## src/rtl/riscv_pkg.sv

```systemverilog
// Shared definitions for the instruction-memory loader.
// Provides the loader FSM state encoding, the frame magic byte, common
// datapath widths and small state-decode helpers used by imem_loader.
package riscv_pkg;

  localparam int unsigned BYTE_W  = 8;
  localparam int unsigned WORD_W  = 32;
  localparam int unsigned COUNT_W = 16;

  localparam logic [BYTE_W-1:0] LOADER_MAGIC = 8'hA5;

  typedef enum logic [2:0] {
    ST_IDLE   = 3'd0,
    ST_SYNC   = 3'd1,
    ST_LEN_LO = 3'd2,
    ST_LEN_HI = 3'd3,
    ST_DATA   = 3'd4,
    ST_CSUM   = 3'd5,
    ST_DONE   = 3'd6,
    ST_ERR    = 3'd7
  } loader_state_e;

  // States after the magic byte, where the inter-byte timeout is armed.
  function automatic logic loader_in_frame(input loader_state_e s);
    return (s == ST_LEN_LO) || (s == ST_LEN_HI) || (s == ST_DATA) || (s == ST_CSUM);
  endfunction

  // States in which the byte stream is consumed.
  function automatic logic loader_accepts(input loader_state_e s);
    return (s == ST_SYNC) || loader_in_frame(s);
  endfunction

endpackage

```

## src/rtl/loader_byte_packer.sv

```systemverilog
// Assembles four little-endian bytes into a 32-bit word.
// Ports:
//   clk, reset      clock and asynchronous active-low reset
//   clear           restart assembly at byte 0 (start of a new load)
//   byte_valid      a payload byte is accepted this cycle
//   byte_data       the payload byte
//   word_valid      one-cycle pulse, the cycle after the 4th byte is accepted
//   word            the assembled word, held until the next completion
module loader_byte_packer
  import riscv_pkg::*;
(
  input  logic              clk,
  input  logic              reset,
  input  logic              clear,
  input  logic              byte_valid,
  input  logic [BYTE_W-1:0] byte_data,
  output logic              word_valid,
  output logic [WORD_W-1:0] word
);

  localparam int unsigned HOLD_W = WORD_W - BYTE_W;

  logic [1:0]        cnt, cnt_n;
  logic [HOLD_W-1:0] hold, hold_n;
  logic [WORD_W-1:0] word_n;
  logic              word_valid_n;

  // Byte slotting; the 4th byte bypasses the holding register into the word.
  always_comb begin
    cnt_n        = cnt;
    hold_n       = hold;
    word_n       = word;
    word_valid_n = 1'b0;
    if (clear) begin
      cnt_n  = 2'd0;
      hold_n = '0;
    end else if (byte_valid) begin
      cnt_n = cnt + 2'd1;
      case (cnt)
        2'd0: hold_n[7:0]   = byte_data;
        2'd1: hold_n[15:8]  = byte_data;
        2'd2: hold_n[23:16] = byte_data;
        default: begin
          word_n       = {byte_data, hold};
          word_valid_n = 1'b1;
        end
      endcase
    end
  end

  // Packer registers.
  always_ff @(posedge clk or negedge reset) begin
    if (!reset) begin
      cnt        <= 2'd0;
      hold       <= '0;
      word       <= '0;
      word_valid <= 1'b0;
    end else begin
      cnt        <= cnt_n;
      hold       <= hold_n;
      word       <= word_n;
      word_valid <= word_valid_n;
    end
  end

endmodule

```

## src/rtl/imem_loader.sv

```systemverilog
// Instruction-memory loader: parses a framed byte stream
// (A5, count16 LE, count x 4 payload bytes LE, XOR checksum) and writes the
// payload words into instruction memory while holding the CPU in reset.
// Ports:
//   clk, reset             clock and asynchronous active-low reset
//   load_req               pulse that starts a load (IDLE/DONE/ERR only)
//   in_valid/in_data       byte stream, accepted when in_valid && in_ready
//   in_ready               decoded from state
//   imem_we/addr/wdata     registered write port, one strobe per word
//   cpu_hold               CPU reset request while a load is in progress
//   done/error             sticky load result flags
module imem_loader
  import riscv_pkg::*;
#(
  parameter logic [31:0] BASE_ADDR      = 32'h0000_0000,
  parameter int unsigned MAX_WORDS      = 1024,
  parameter int unsigned TIMEOUT_CYCLES = 1_000_000
) (
  input  logic              clk,
  input  logic              reset,
  input  logic              load_req,
  input  logic              in_valid,
  input  logic [BYTE_W-1:0] in_data,
  output logic              in_ready,
  output logic              imem_we,
  output logic [WORD_W-1:0] imem_addr,
  output logic [WORD_W-1:0] imem_wdata,
  output logic              cpu_hold,
  output logic              done,
  output logic              error
);

  localparam int unsigned TIMER_W = $clog2(TIMEOUT_CYCLES + 1);
  localparam int unsigned LEFT_W  = COUNT_W + 2;

  loader_state_e      state, state_n;
  logic [BYTE_W-1:0]  count_lo, count_lo_n;
  logic [LEFT_W-1:0]  bytes_left, bytes_left_n;
  logic [BYTE_W-1:0]  csum, csum_n;
  logic [TIMER_W-1:0] timer, timer_n;
  logic [WORD_W-1:0]  addr_n;
  logic               cpu_hold_n, done_n, error_n;
  logic               pack_clear, pack_valid;
  logic               word_valid;
  logic [WORD_W-1:0]  word;
  logic               hs;
  logic [COUNT_W-1:0] count_full;

  assign in_ready   = loader_accepts(state);
  assign hs         = in_valid && in_ready;
  assign count_full = {in_data, count_lo};

  // The packer's registered strobe and word form the write port directly,
  // giving one cycle from the 4th byte handshake to imem_we.
  assign imem_we    = word_valid;
  assign imem_wdata = word;

  loader_byte_packer u_packer (
    .clk        (clk),
    .reset      (reset),
    .clear      (pack_clear),
    .byte_valid (pack_valid),
    .byte_data  (in_data),
    .word_valid (word_valid),
    .word       (word)
  );

  // Next-state, datapath and flag logic.
  always_comb begin
    state_n      = state;
    count_lo_n   = count_lo;
    bytes_left_n = bytes_left;
    csum_n       = csum;
    timer_n      = timer;
    addr_n       = imem_addr;
    cpu_hold_n   = cpu_hold;
    done_n       = done;
    error_n      = error;
    pack_clear   = 1'b0;
    pack_valid   = 1'b0;

    // imem_addr always points at the word being (or next to be) written.
    if (word_valid) begin
      addr_n = imem_addr + 32'd4;
    end

    // Inter-byte gap counter, only armed once the magic byte is seen.
    if (loader_in_frame(state)) begin
      timer_n = hs ? '0 : timer + TIMER_W'(1);
    end

    case (state)
      ST_IDLE, ST_DONE, ST_ERR: begin
        if (load_req) begin
          state_n      = ST_SYNC;
          cpu_hold_n   = 1'b1;
          done_n       = 1'b0;
          error_n      = 1'b0;
          csum_n       = '0;
          count_lo_n   = '0;
          bytes_left_n = '0;
          timer_n      = '0;
          addr_n       = BASE_ADDR;
          pack_clear   = 1'b1;
        end
      end
      ST_SYNC: begin
        if (hs && (in_data == LOADER_MAGIC)) begin
          state_n = ST_LEN_LO;
        end
      end
      ST_LEN_LO: begin
        if (hs) begin
          count_lo_n = in_data;
          state_n    = ST_LEN_HI;
        end
      end
      ST_LEN_HI: begin
        if (hs) begin
          if (32'(count_full) > MAX_WORDS) begin
            state_n = ST_ERR;
            error_n = 1'b1;
          end else if (count_full == '0) begin
            state_n = ST_CSUM;
          end else begin
            bytes_left_n = {count_full, 2'b00};
            state_n      = ST_DATA;
          end
        end
      end
      ST_DATA: begin
        if (hs) begin
          pack_valid   = 1'b1;
          csum_n       = csum ^ in_data;
          bytes_left_n = bytes_left - LEFT_W'(1);
          if (bytes_left == LEFT_W'(1)) begin
            state_n = ST_CSUM;
          end
        end
      end
      ST_CSUM: begin
        if (hs) begin
          if (in_data == csum) begin
            state_n    = ST_DONE;
            done_n     = 1'b1;
            cpu_hold_n = 1'b0;
          end else begin
            state_n = ST_ERR;
            error_n = 1'b1;
          end
        end
      end
      default: state_n = ST_IDLE;
    endcase

    // Gap limit reached with no byte this cycle aborts the frame.
    if (loader_in_frame(state) && !hs && (timer == TIMER_W'(TIMEOUT_CYCLES - 1))) begin
      state_n = ST_ERR;
      error_n = 1'b1;
    end
  end

  // State and output registers.
  always_ff @(posedge clk or negedge reset) begin
    if (!reset) begin
      state      <= ST_IDLE;
      count_lo   <= '0;
      bytes_left <= '0;
      csum       <= '0;
      timer      <= '0;
      imem_addr  <= BASE_ADDR;
      cpu_hold   <= 1'b0;
      done       <= 1'b0;
      error      <= 1'b0;
    end else begin
      state      <= state_n;
      count_lo   <= count_lo_n;
      bytes_left <= bytes_left_n;
      csum       <= csum_n;
      timer      <= timer_n;
      imem_addr  <= addr_n;
      cpu_hold   <= cpu_hold_n;
      done       <= done_n;
      error      <= error_n;
    end
  end

endmodule

```

## config.mk

```make
export PLATFORM = sky130hd
export DESIGN_NAME = imem_loader
export DESIGN_NICKNAME = d
export VERILOG_FILES = /design/src/rtl/riscv_pkg.sv /design/src/rtl/loader_byte_packer.sv /design/src/rtl/imem_loader.sv
export SDC_FILE = /design/constraint.sdc
export NUM_CORES = 1
export LEC_CHECK = 0
export BUFFER_PORTS_ARGS = -buffer_cell sky130_fd_sc_hd__buf_2
export CAP_MARGIN = 20
export CORE_MARGIN = 2
export CORE_UTILIZATION = 25
export DETAILED_ROUTE_END_ITERATION = 8
export HOLD_SLACK_MARGIN = 0.12
export SLEW_MARGIN = 10
export SYNTH_ARGS = -nofsm -noshare
export SYNTH_HDL_FRONTEND = slang
export SYNTH_SLANG_ARGS = --single-unit
export TNS_END_PERCENT = 10
```

## constraint.sdc

```tcl
create_clock -name clk -period 1.93 [get_ports clk]
set_input_delay 0.2895 -clock clk [delete_from_list [all_inputs] [get_ports clk]]
set_output_delay 0.2895 -clock clk [all_outputs]
set_load 0.005 [all_outputs]
```

==> results.py <==
metrics = {
    "outcome": {
        "status": "finished, violations left",
        "violations": "setup timing",
    },
    "synth": {
        "synth_warnings": 0,
        "yosysMostFrequentCell": "dfrtp_1",
        "syn_area_per_cell_um2": 9.80,
        "synthArstFlopShare_pct": 100,
        "synthTopCellsByCount": "dfrtp_1 (149), nor2_1 (75), nand2_1 (70)",
        "ys_seq_area_share_pct": 50.9,
        "ys_types": 59,
        "syn_inst": 747,
        "synth_area_leader_cell": "dfrtp_1",
        "syn_area_um2": 7320,
        "synth_seq_cells": 149,
        "synthTopCellsByArea": "dfrtp_1 (51%), mux2_2 (4.9%), xnor2_1 (4.2%)",
        "synth_edf_count": 0,
        "synth_top_area_share_pct": 50.9,
        "ys.flop_type": "dfrtp_1",
    },
    "final_layout": {
        "finalNonFillerCells": 1304,
        "num-nets-final": 928,
        "syn_to_final_growth_pct": 31.2,
        "drive_gt1_share_pct": 31.2,
        "insertedDiodeCount": 0,
        "seq_area_um2": 3730,
        "fillCellCount": 2946,
        "finalInstanceArea_um2": 9600,
        "multiInputGateArea_um2": 3410,
    },
    "floorplanning": {
        "fp.dieH_um": 175,
        "core_um2": 28800,
        "std_cell_rows": 62,
        "die-width_um": 175,
        "ios": 81,
        "start_util_pct": 25.4,
        "dieArea_um2": 30700,
    },
    "timing": {
        "fmax_mhz": 514,
        "finalClockSkew_ps": 11.6,
        "rsz0062_at_grt": "true",
        "fin_ws_ps": -17.0,
        "period_minus_slack_ps": 1950,
        "hold_viol_final": 0,
        "holdWs_ps": 164,
        "maxSlewViolCount": 0,
        "layout_worst_path_cycle_share_pct": 101,
        "finalSetupViolCount": 1,
    },
    "cts": {
        "cts_tree": "yes",
        "root_buffer": "clkbuf_16",
        "clkLatencyLatePin_ps": 430,
        "cts_sinks": 149,
        "clockBufferDepth": 2,
        "numCtsBuffers": 17,
        "htreeDepth": 4,
        "clk_pin_slew_ps": 70,
    },
    "pwr": {
        "power_mw": 12.1,
        "leakage_nw": 4.58,
        "power_density_nw_per_um2": 1260,
        "switching_share_pct": 37.2,
        "seqPwrFrac_pct": 33.1,
        "power_frac_clock_pct": 27.7,
        "switchingPower_mw": 4.52,
        "p_int_mw": 7.63,
        "vdd_drop_max_mv": 0.639,
        "combPwrFrac_pct": 39.1,
    },
    "critical_path": {
        "worstPathRequired_ps": 2230,
        "cp-end-kind": "register",
        "cp.arrival_ps": 2250,
        "worst_setup_path_start_kind": "register",
        "crit_type": "reg2reg",
        "crit_fanout": 3,
    },
    "global_route": {
        "grt_pass1_wl_um": 32500,
        "grt_remaining_overflow": 0,
        "antenna_found_initial": 2,
        "grt_pass1_vias": 6183,
        "grt_max_degree": 46,
        "grt_usage_pct": 13.2,
    },
    "place": {
        "hpwl_um": 14200,
        "place_ws_ps": -132,
        "io_buffers": 78,
        "placed_cells": 1270,
        "place_area_um2": 8910,
        "globalplace.congestion": 0.859,
    },
    "drt": {
        "route.detailed.drc": 0,
        "via_per_inst": 4.81,
        "drt_iter0_drc": 409,
        "routed_wl_um": 19900,
        "wl_per_cell_um": 15.2,
        "dr.pass1.iters": 5,
        "vias": 6275,
        "postRouteAntennaNets": 0,
    },
    "flow_run": {
        "drv_cap": 0,
    },
    "min_path": {
        "hp-class": "in2reg",
    },
}
[stage by stage]
step | TNS [ps] | util [%]
floorplan | -30.5 | -
global placement | -722 | 30.9
detailed placement | -797 | 30.9
CTS | -27.7 | 33.2
global route | -720 | 33.4
finish | -17.0 | 33.4
[path summary, 6_finish.rpt]
check | start | to | slack (ps) | cells after the start
min in group asynchronous | reset | imem_addr[25]$_DFF_PN0_ | 290 | 2
worst max register to register | bytes_left[12]$_DFFE_PN0P_ | state[1]$_DFFE_PN0P_ | -20 | 5
max in group asynchronous | reset | u_packer.word[11]$_DFFE_PN0P_ | 890 | 3
worst max-delay path | bytes_left[12]$_DFFE_PN0P_ | state[1]$_DFFE_PN0P_ | -20 | 5
worst min register to register | cpu_hold$_DFFE_PN0P_ | cpu_hold$_DFFE_PN0P_ | 470 | 1
worst min-delay path | in_data[5] | u_packer.word[29]$_DFFE_PN0P_ | 160 | 2
[power groups by stage]
stage | clock (mW) | sequential (mW) | combinational, mW
2_1_floorplan | 0 | 3.93 | 2.67
3_3_place_gp | 0 | 4.04 | 4.53
3_5_place_dp | 0 | 4.05 | 4.55
4_1_cts | 3.47 | 4.01 | 4.65
5_1_grt | 3.58 | 4.09 | 5.24
6_report | 3.37 | 4.02 | 4.75
[cell type report]
type / count / area share, %
Tap cell: 384 / 5.00
Clock buffer: 17 / 4.43
Timing Repair Buffer: 191 / 13.7
Clock inverter: 14 / 1.69
Sequential cell: 149 / 38.9
Inverter: 19 / 0.743
Multi-Input combinational cell: 530 / 35.6
[worst max-delay path: stages (launching register included)]
cell and delay [ps]:
dfrtp_1 380, or4_4 570, nor2_4 100, nand4_1 130, a31o_2 240, a2111o_1 400
[cells by family (layout without fill, tap and decap cells)]
kind of cell / after synthesis / in the layout / share of synthesized area (%)
flip-flops: 149 / 149 / 50.9
buffers and inverters: 69 / 241 / 3.73
multiplexers: 34 / 34 / 5.20
AO/OA/AOI/OAI: 134 / 134 / 12.2
other: 1 / 2 / 0.0512
adder cells (fa/ha/maj): 8 / 8 / 1.37
XOR/XNOR: 50 / 50 / 5.98
AND/OR/NAND/NOR: 302 / 302 / 20.5
[flip-flops by register name, indices dropped and copies added (netlist names), 3 cells and up]
register,count
bytes_left,18
u_packer.hold,24
imem_addr,30
count_lo,8
csum,8
state,3
timer,20
u_packer.word,32
[timing repair]
item | 4_1_cts | 5_1_grt
endpoints found under the hold margin | 111 | 0
setup buffers | 0 | 2
pin swaps | 4 | 7
resized for setup | 8 | 13
endpoints found under the setup margin | 16 | 96
hold buffers | 1 | 0
[metal layers]
layer,up-vias,part of all wire [%],global-route usage (%)
met3,22,4.6,3.20
li1,2991,-,-
met2,143,46,20.8
met4,4,1.6,4.44
met1,3115,47,17.8
met5,-,0.13,0
[cell usage in the layout (no fill, tap or decap), types with 6 or more instances in the layout]
cell and instances:
dfrtp_1 145, buf_4 106, buf_2 77, nor2_1 73, nand2_1 70, nand3_1 50, a21oi_1 36, xnor2_1 34
mux2_2 32, o21ai_0 25, nor3_1 20, inv_1 19, nor4_1 18, clkbuf_16 17, nand4_1 16, xor2_1 15
a21o_1 12, a22o_1 11, and3_1 10, o2bb2ai_1 9, o31ai_1 8, ha_1 8, inv_6 7, a32oi_1 6
Power figures use the tool's default switching activity.
